===== src/rtl/adder_pkg.sv =====
// Shared definitions for the adders library: slice width,
// serial-unit state encoding and slice-count helper.
package adder_pkg;

    localparam int SLICE_W = 4;

    typedef enum logic {
        IDLE,
        RUN
    } state_e;

    function automatic int slice_count(input int width);
        return width / SLICE_W;
    endfunction

endpackage


===== src/rtl/bla_slice4.sv =====
// Combinational 4-bit borrow-lookahead subtract slice:
// d = a - b - bi over one nibble, bo = borrow out of bit 3.
module bla_slice4
    import adder_pkg::*;
(
    input  logic [SLICE_W-1:0] a,
    input  logic [SLICE_W-1:0] b,
    input  logic               bi,
    output logic [SLICE_W-1:0] d,
    output logic               bo
);

    logic [SLICE_W-1:0] g;
    logic [SLICE_W-1:0] p;
    logic [SLICE_W:0]   br;

    assign g = ~a & b;
    assign p = ~a | b;

    // Flattened lookahead: every borrow is two gate levels from bi.
    assign br[0] = bi;
    assign br[1] = g[0] | (p[0] & bi);
    assign br[2] = g[1] | (p[1] & g[0]) | (p[1] & p[0] & bi);
    assign br[3] = g[2] | (p[2] & g[1]) | (p[2] & p[1] & g[0])
                 | (p[2] & p[1] & p[0] & bi);
    assign br[4] = g[3] | (p[3] & g[2]) | (p[3] & p[2] & g[1])
                 | (p[3] & p[2] & p[1] & g[0])
                 | (p[3] & p[2] & p[1] & p[0] & bi);

    assign d  = a ^ b ^ br[SLICE_W-1:0];
    assign bo = br[SLICE_W];

endmodule


===== src/rtl/bla_serial_sub.sv =====
// Serial subtractor: a - b - bin, one 4-bit lookahead slice
// per clock, inter-slice borrow held in a register.
module bla_serial_sub
    import adder_pkg::*;
#(
    parameter int WIDTH = 16
) (
    input  logic             clk,
    input  logic             rst,
    input  logic             start,
    input  logic [WIDTH-1:0] a,
    input  logic [WIDTH-1:0] b,
    input  logic             bin,
    output logic             busy,
    output logic             done,
    output logic [WIDTH-1:0] diff,
    output logic             bout,
    output logic             ovf
);

    localparam int N  = slice_count(WIDTH);
    localparam int KW = (N > 1) ? $clog2(N) : 1;
    localparam logic [KW-1:0] K_LAST = KW'(N - 1);

    state_e           state_q, state_d;
    logic [KW-1:0]    k_q, k_d;
    logic             bor_q, bor_d;
    logic [WIDTH-1:0] a_q, a_d;
    logic [WIDTH-1:0] b_q, b_d;
    logic [WIDTH-1:0] res_q, res_d;
    logic [WIDTH-1:0] diff_q, diff_d;
    logic             bout_q, bout_d;
    logic             ovf_q, ovf_d;
    logic             done_q, done_d;

    logic [SLICE_W-1:0] sl_a;
    logic [SLICE_W-1:0] sl_b;
    logic [SLICE_W-1:0] sl_d;
    logic               sl_bo;

    always_comb begin
        sl_a = a_q[SLICE_W*int'(k_q) +: SLICE_W];
        sl_b = b_q[SLICE_W*int'(k_q) +: SLICE_W];
    end

    bla_slice4 u_slice (
        .a  (sl_a),
        .b  (sl_b),
        .bi (bor_q),
        .d  (sl_d),
        .bo (sl_bo)
    );

    always_comb begin
        state_d = state_q;
        k_d     = k_q;
        bor_d   = bor_q;
        a_d     = a_q;
        b_d     = b_q;
        res_d   = res_q;
        diff_d  = diff_q;
        bout_d  = bout_q;
        ovf_d   = ovf_q;
        done_d  = 1'b0;
        unique case (state_q)
            IDLE: begin
                if (start) begin
                    state_d = RUN;
                    a_d     = a;
                    b_d     = b;
                    bor_d   = bin;
                    k_d     = '0;
                end
            end
            RUN: begin
                res_d[SLICE_W*int'(k_q) +: SLICE_W] = sl_d;
                bor_d = sl_bo;
                k_d   = k_q + KW'(1);
                // Publish only the complete word, never a partial one.
                if (k_q == K_LAST) begin
                    state_d = IDLE;
                    k_d     = '0;
                    diff_d  = res_d;
                    bout_d  = sl_bo;
                    ovf_d   = (a_q[WIDTH-1] != b_q[WIDTH-1])
                           && (res_d[WIDTH-1] != a_q[WIDTH-1]);
                    done_d  = 1'b1;
                end
            end
            default: state_d = IDLE;
        endcase
    end

    always_ff @(posedge clk or posedge rst) begin
        if (rst) begin
            state_q <= IDLE;
            k_q     <= '0;
            bor_q   <= 1'b0;
            a_q     <= '0;
            b_q     <= '0;
            res_q   <= '0;
            diff_q  <= '0;
            bout_q  <= 1'b0;
            ovf_q   <= 1'b0;
            done_q  <= 1'b0;
        end else begin
            state_q <= state_d;
            k_q     <= k_d;
            bor_q   <= bor_d;
            a_q     <= a_d;
            b_q     <= b_d;
            res_q   <= res_d;
            diff_q  <= diff_d;
            bout_q  <= bout_d;
            ovf_q   <= ovf_d;
            done_q  <= done_d;
        end
    end

    assign busy = (state_q == RUN);
    assign done = done_q;
    assign diff = diff_q;
    assign bout = bout_q;
    assign ovf  = ovf_q;

endmodule


===== config.mk =====
export PLATFORM = sky130hd
export DESIGN_NAME = bla_serial_sub
export DESIGN_NICKNAME = d
export VERILOG_FILES = /design/src/rtl/adder_pkg.sv /design/src/rtl/bla_slice4.sv /design/src/rtl/bla_serial_sub.sv
export SDC_FILE = /design/constraint.sdc
export NUM_CORES = 1
export LEC_CHECK = 0
export ABC_CLOCK_PERIOD_IN_PS = 2900
export CAP_MARGIN = 0
export CORE_UTILIZATION = 45
export CTS_CLUSTER_SIZE = 12
export DETAILED_ROUTE_END_ITERATION = 10
export DONT_BUFFER_PORTS = 1
export SLEW_MARGIN = 30
export SYNTH_ARGS = -nofsm -noshare
export SYNTH_HDL_FRONTEND = slang
export SYNTH_HIERARCHICAL = 1
export SYNTH_SLANG_ARGS = --single-unit

===== constraint.sdc =====
create_clock -name clk -period 2.9 [get_ports clk]
set_input_delay 0.435 -clock clk [delete_from_list [all_inputs] [get_ports clk]]
set_output_delay 0.435 -clock clk [all_outputs]
set_load 0.03 [all_outputs]

Word-level counts from Yosys, hierarchy flattened
Cells that the tools add are included.

word-level totals
  register bits = 71
  bits in latches = 0
  bits in writable memories = 0
  memory bits (read-only) = 0
  input port bits = 36
  output and inout bits = 20
  logic and storage cells = 66
  memories = 0

cells by class
  $add $sub $neg = 2
  multiply operators = 0
  div/mod/pow operators = 0
  $lt $le $gt $ge = 0
  equality and inequality tests = 4
  shift operators = 4
  muxes and demuxes = 11
  bitwise operators = 32
  reduce and logical (&&, ||, !) cells = 3

operators by type and width
  kind                                                                     number
  4-bit negator with 33-bit output                                         1
  4-bit by 33-bit variable shift with 16-bit output, first input constant  1
  4-bit by 33-bit variable part select with 16-bit output                  1
  16-bit by 5-bit variable part select with 4-bit output                   2
  1-bit bitwise AND                                                        16
  16-bit bitwise mux                                                       1
  1-bit bitwise OR                                                         10
  4-bit XOR                                                                2
  1-bit 2-to-1 mux                                                         5
  4-bit bitwise AND                                                        1
  2-bit 2-to-1 mux                                                         2
  4-bit NOT                                                                1
  4-bit bitwise OR                                                         1
  1-bit case mux with 2 select lines                                       2
  2-bit case mux with 2 select lines                                       1
  2-bit AND reduction                                                      2
  2-bit by 1-bit adder with 2-bit output, second input constant            1
  2-bit == test, second input constant                                     1
  1-bit != test                                                            2
  2-bit != test, second input constant                                     1
  1-bit logical AND                                                        1
  1-bit NOT                                                                1

Depth between registers and ports, before layout
  depth in word-level cells = 12
  depth in mapped cells = 10
  depth with buffers taken out = 8

Modules after synthesis
The synthesis kept the hierarchy.

modules (own cells, without submodules)
  module          times used  cells each  area an instance (um^2)
  bla_serial_sub  1           239         3283.1
  bla_slice4      1           34          270.3

Worst setup path after synthesis
OpenSTA, ideal clock, no wires.

  path type = register to register
  start point = reg k_q[0]
  end point = reg diff_q[11] (netlist: diff[11])
  arrival time = 2363 ps
  setup slack = 411 ps
  cell stages (with the launch flop) = 10
  buffers on the path = 2
  cells stage by stage = dfrtp_1 > buf_6 > mux4_1 > ha_1 > nor2b_1 > a211oi_2 > o221ai_1 > clkbuf_1 > a221oi_1 > nor2_1

between the ends
  word-level cells in the longest chain between the ends = 10
  elaborated cells between the ends (all ways) = 28
  those cells by class = add/sub (1); eq/ne (1); shift (4); mux (1); bitwise (20); reduce/logical (1)

RTL lines
  what                                                          line                                source
  start, declared                                               bla_serial_sub.sv:26                logic [KW-1:0] k_q, k_d;
  start signal, assigned                                        bla_serial_sub.sv:108               k_q <= k_d;
  16-bit by 5-bit variable part select with 4-bit output (*)    bla_serial_sub.sv:42                sl_a = a_q[SLICE_W*int'(k_q) +: SLICE_W];
  via sl_a[1]                                                   bla_serial_sub.sv:36                logic [SLICE_W-1:0] sl_a;
  4-bit NOT (*)                                                 bla_slice4.sv:17, bla_slice4.sv:18
  4-bit bitwise AND / 4-bit bitwise OR (equally long branches)  bla_slice4.sv:17, bla_slice4.sv:18
  1-bit bitwise AND, on equally long branches                   bla_slice4.sv:24, bla_slice4.sv:25
  1-bit bitwise OR, or another cell as far along                bla_slice4.sv:24                    assign br[3] = g[2] | (p[2] & g[1]) | (p[2] & p[1] & g[0])
  1-bit bitwise OR / 1-bit bitwise AND (equally long branches)  bla_slice4.sv:24, bla_slice4.sv:25
  1-bit bitwise OR (*)                                          bla_slice4.sv:25                    | (p[2] & p[1] & p[0] & bi);
  4-bit XOR (*)                                                 bla_slice4.sv:30                    assign d = a ^ b ^ br[SLICE_W-1:0];
  via sl_d[3]                                                   bla_serial_sub.sv:38                logic [SLICE_W-1:0] sl_d;
  4-bit by 33-bit variable part select with 16-bit output (*)   bla_serial_sub.sv:76                res_d[SLICE_W*int'(k_q) +: SLICE_W] = sl_d;
  16-bit bitwise mux (*)                                        bla_serial_sub.sv:76
  end signal, assigned                                          bla_serial_sub.sv:113               diff_q <= diff_d;
  end, declared                                                 bla_serial_sub.sv:31                logic [WIDTH-1:0] diff_q, diff_d;

The timed path passes the listed nets; every way through them passes the cells marked *.
A chain may end at the register's enable or synchronous reset.

Worst setup path in the final report
  start point = reg k_q[0]
  end point = reg diff_q[1] (netlist: diff[1])

between the ends
  elaborated cells between the ends (all ways) = 28
  those cells by class = add/sub (1); eq/ne (1); shift (4); mux (1); bitwise (20); reduce/logical (1)

RTL lines
  what                                                         line                  source
  16-bit by 5-bit variable part select with 4-bit output (*)   bla_serial_sub.sv:43  sl_b = b_q[SLICE_W*int'(k_q) +: SLICE_W];
  via sl_b[0]                                                  bla_serial_sub.sv:37  logic [SLICE_W-1:0] sl_b;
  4-bit bitwise OR                                             bla_slice4.sv:18      assign p = ~a | b;
  1-bit bitwise AND                                            bla_slice4.sv:22      assign br[1] = g[0] | (p[0] & bi);
  1-bit bitwise OR (*)                                         bla_slice4.sv:22
  4-bit XOR (*)                                                bla_slice4.sv:30
  via sl_d[1]                                                  bla_serial_sub.sv:38
  4-bit by 33-bit variable part select with 16-bit output (*)  bla_serial_sub.sv:76
  16-bit bitwise mux (*)                                       bla_serial_sub.sv:76

Marked as above.

==> impl_metrics.py <==
metrics = {
    "floorplan": {
        "die_h_um": 90.86,
        "die_area_sq_um": 8256,
        "io_pins": 56,
        "row_count": 32,
        "start_util_pct": 46.22,
        "fp.dieW_um": 90.86,
        "coreArea_sq_um": 7687,
    },
    "drt": {
        "ant_nets": 0,
        "wl_per_cell_um": 17.21,
        "wl_met1_um": 3079,
        "wl_met3_um": 327,
        "vias_per_cell": 5.575,
        "wl_met2_um": 2982,
        "drc": 0,
        "vias": 2113,
        "top_layer": "met4",
        "first_pass_iters": 4,
        "first_iter_violations": 90,
        "finalWirelength_um": 6523,
    },
    "critical_path": {
        "cp-start-kind": "flip-flop",
        "crit_start": "k_q[0]",
        "arrival_ns": 2.98,
        "cp_slowest_stage_delay_ns": 0.64,
        "worstSetupPathType": "reg2reg",
        "crit_slowest_cell": "xnor2_1",
        "endpoint": "diff[1]",
        "r2r_setup_slack_ns": 0.20,
        "cp_max_fo": 9,
        "timing.rr.start": "k_q[0]",
        "r2r-end": "diff[1]",
        "end_kind": "flip-flop",
        "path_cells": "mux4_2 > fa_1 > xnor2_1 > a221oi_1 > nor2_1",
        "required_ns": 3.18,
        "rr_worst_depth": 5,
    },
    "sta": {
        "rsz0062_at_grt": "no",
        "fin_worst_skew_ns": 0.007482,
        "finalSetupViolCount": 0,
        "min_period_ns": 2.700,
        "tightest_slew_ns": 0.7676,
        "max_slew_margin_pct": 48.46,
        "hold_violations": 0,
        "setup_tns_ns": 0,
        "max_freq_ghz": 0.3704,
        "slew_violations": 0,
        "post-route-period-util_pct": 93.09,
    },
    "yosys": {
        "yosysUniqueCellTypes": 41,
        "syn_avg_cell_area_sq_um": 13.02,
        "synth_top_family_by_area": "multiplexers",
        "syn_area_sq_um": 3553,
        "synth_largest_area_cell": "dfrtp_1",
        "netlist_top_cells_area": "dfrtp_1, mux2_4, ha_1",
        "synthXorXnorAreaFrac_pct": 0.4930,
        "synth_cells": 273,
        "synth.ff_latch_count": 71,
        "synth_fa_ha_area_share_pct": 5.493,
        "synth_warnings": 6,
        "synthMuxAreaShare_pct": 18.77,
        "yosysSeqAreaShare_pct": 50.00,
        "synth-simple-area-share_pct": 9.190,
        "ys.flop_type": "dfrtp_1",
        "synthDominantCellAreaShare_pct": 50.00,
        "synth_nets": 324,
        "synth_compound_area_share_pct": 10.60,
        "synthArstFlopShare_pct": 100.0,
        "synth_edf_count": 0,
    },
    "clocking": {
        "cts_tree": "done",
        "hold_buffers": 0,
        "root_buffer": "clkbuf_8",
        "htree_levels": 3,
        "post_cts_buffers": 0,
        "cts_buffer_depth": 2,
        "clock_sinks": 71,
        "cts_buffers": 9,
        "cts.clk_slew.worst_paths_ns": 0.07,
        "cts_resized": 0,
        "clk_latency_ns": 0.34,
    },
    "global_route": {
        "grt_pass1_wl_um": 11190,
        "grt_pass1_vias": 2159,
        "overflow": 0,
        "antenna_found_initial": 0,
        "grt_util_all_layers_pct": 17.52,
        "grt_max_degree": 72,
    },
    "worst_hold_path": {
        "min_path_type": "in2async",
    },
    "final_layout": {
        "fin_nets": 323,
        "syn2layout_area_growth_pct": 7.430,
        "final_area_sq_um": 3817,
        "fillCellCount": 717,
        "drive_above_1_share_pct": 23.47,
        "n_antenna_cell": 0,
    },
    "place": {
        "placed_area_sq_um": 3608,
        "finalWeightedCongestion": 0.7587,
        "post-dp-hpwl_um": 4339,
        "port_buffers": 0,
    },
    "flow_run": {
        "drv_cap": 0,
    },
    "status": {
        "outcome": "finished, final reports clean",
    },
}
[cell families after synthesis]
kind of cell	Yosys count
AOI/OAI and AO/OA	44
xor gates and xnor gates	2
adders and majority gates	15
buffers and inverters	36
DFF	71
muxes	41
and+or+nand+nor	64
[metal layers]
layer,vias up,track usage [%]
li1,987,-
met1,1065,23.98
met2,51,26.01
met3,10,4.714
met4,0,7.937
met5,-,0
[Yosys cell counts, drive strengths merged, types with 2 or more instances]
library cell   n
inv           17
nand2b         4
dfrtp         71
o21ai          4
a32o          15
clkbuf         4
xnor2          2
mux2          32
ha            14
buf           15
mux4           8
nor2          33
a221oi        15
nor2b          6
nand2         12
a21oi          3
and4bb         3
[metrics by stage]
step / hold slack (ns) / util (%) / std cells / setup slack, ns
after floorplan: 0.4658 / - / 273 / 0.4108
after global placement: 0.4734 / 46.94 / 363 / 0.2521
after detailed placement: 0.4807 / 46.94 / 363 / 0.1905
after CTS: 0.1523 / 49.61 / 379 / 0.1736
after global routing: 0.1644 / 49.66 / 379 / 0.007139
final: 0.1226 / 49.66 / 379 / 0.2004
[critical path, delay by kind of cell, from the launching register on]
| family | cells | cell delay [ns] |
|---|---|---|
| multiplexers | 1 | 0.62 |
| XOR/XNOR | 1 | 0.64 |
| adder cells (fa/ha/maj) | 1 | 0.43 |
| flip-flops | 1 | 0.63 |
| AO/OA/AOI/OAI | 1 | 0.19 |
| AND/OR/NAND/NOR | 1 | 0.12 |
[state kept, by name (all words and copies together) (netlist names)]
register / flops
b_q: 16
bout: 1
done: 1
diff: 16
res_q: 16
bor_q: 1
ovf: 1
a_q: 16
busy: 1
k_q: 2
[layout by cell type (no fill, tap or decap), drive strengths merged, types with 2 or more instances in the layout]
master / count
mux2: 32
bufinv: 2
clkinv: 2
o21ai: 4
nor2b: 6
and4bb: 3
a32o: 15
a221oi: 15
nor2: 33
mux4: 8
nand2: 12
clkbuf: 12
xnor2: 2
nand2b: 4
a21oi: 3
ha: 14
dfrtp: 71
buf: 7
inv: 17
[area by class of cell]
| class | count | area (sq um) | share of cell area, % |
|---|---|---|---|
| repair buffers | 7 | 56.30 | 1.475 |
| clock inverters | 4 | 70.07 | 1.835 |
| flip-flops and latches | 71 | 1777 | 46.54 |
| inverters | 17 | 63.81 | 1.672 |
| multi-input cells | 166 | 1588 | 41.59 |
| well taps | 102 | 127.6 | 3.343 |
| clock buffers | 12 | 135.1 | 3.540 |
[worst min-delay path by stage]
stage,end,cells past startpoint
after global routing,k_q[1],1
after detailed placement,res_q[2],1
after global placement,res_q[5],1
after CTS,k_q[1],1
final,bout,2
after floorplan,res_q[0],1
Power is not shown: default switching activity piles up to over one toggle a cycle in this logic, so the estimate is an artifact.
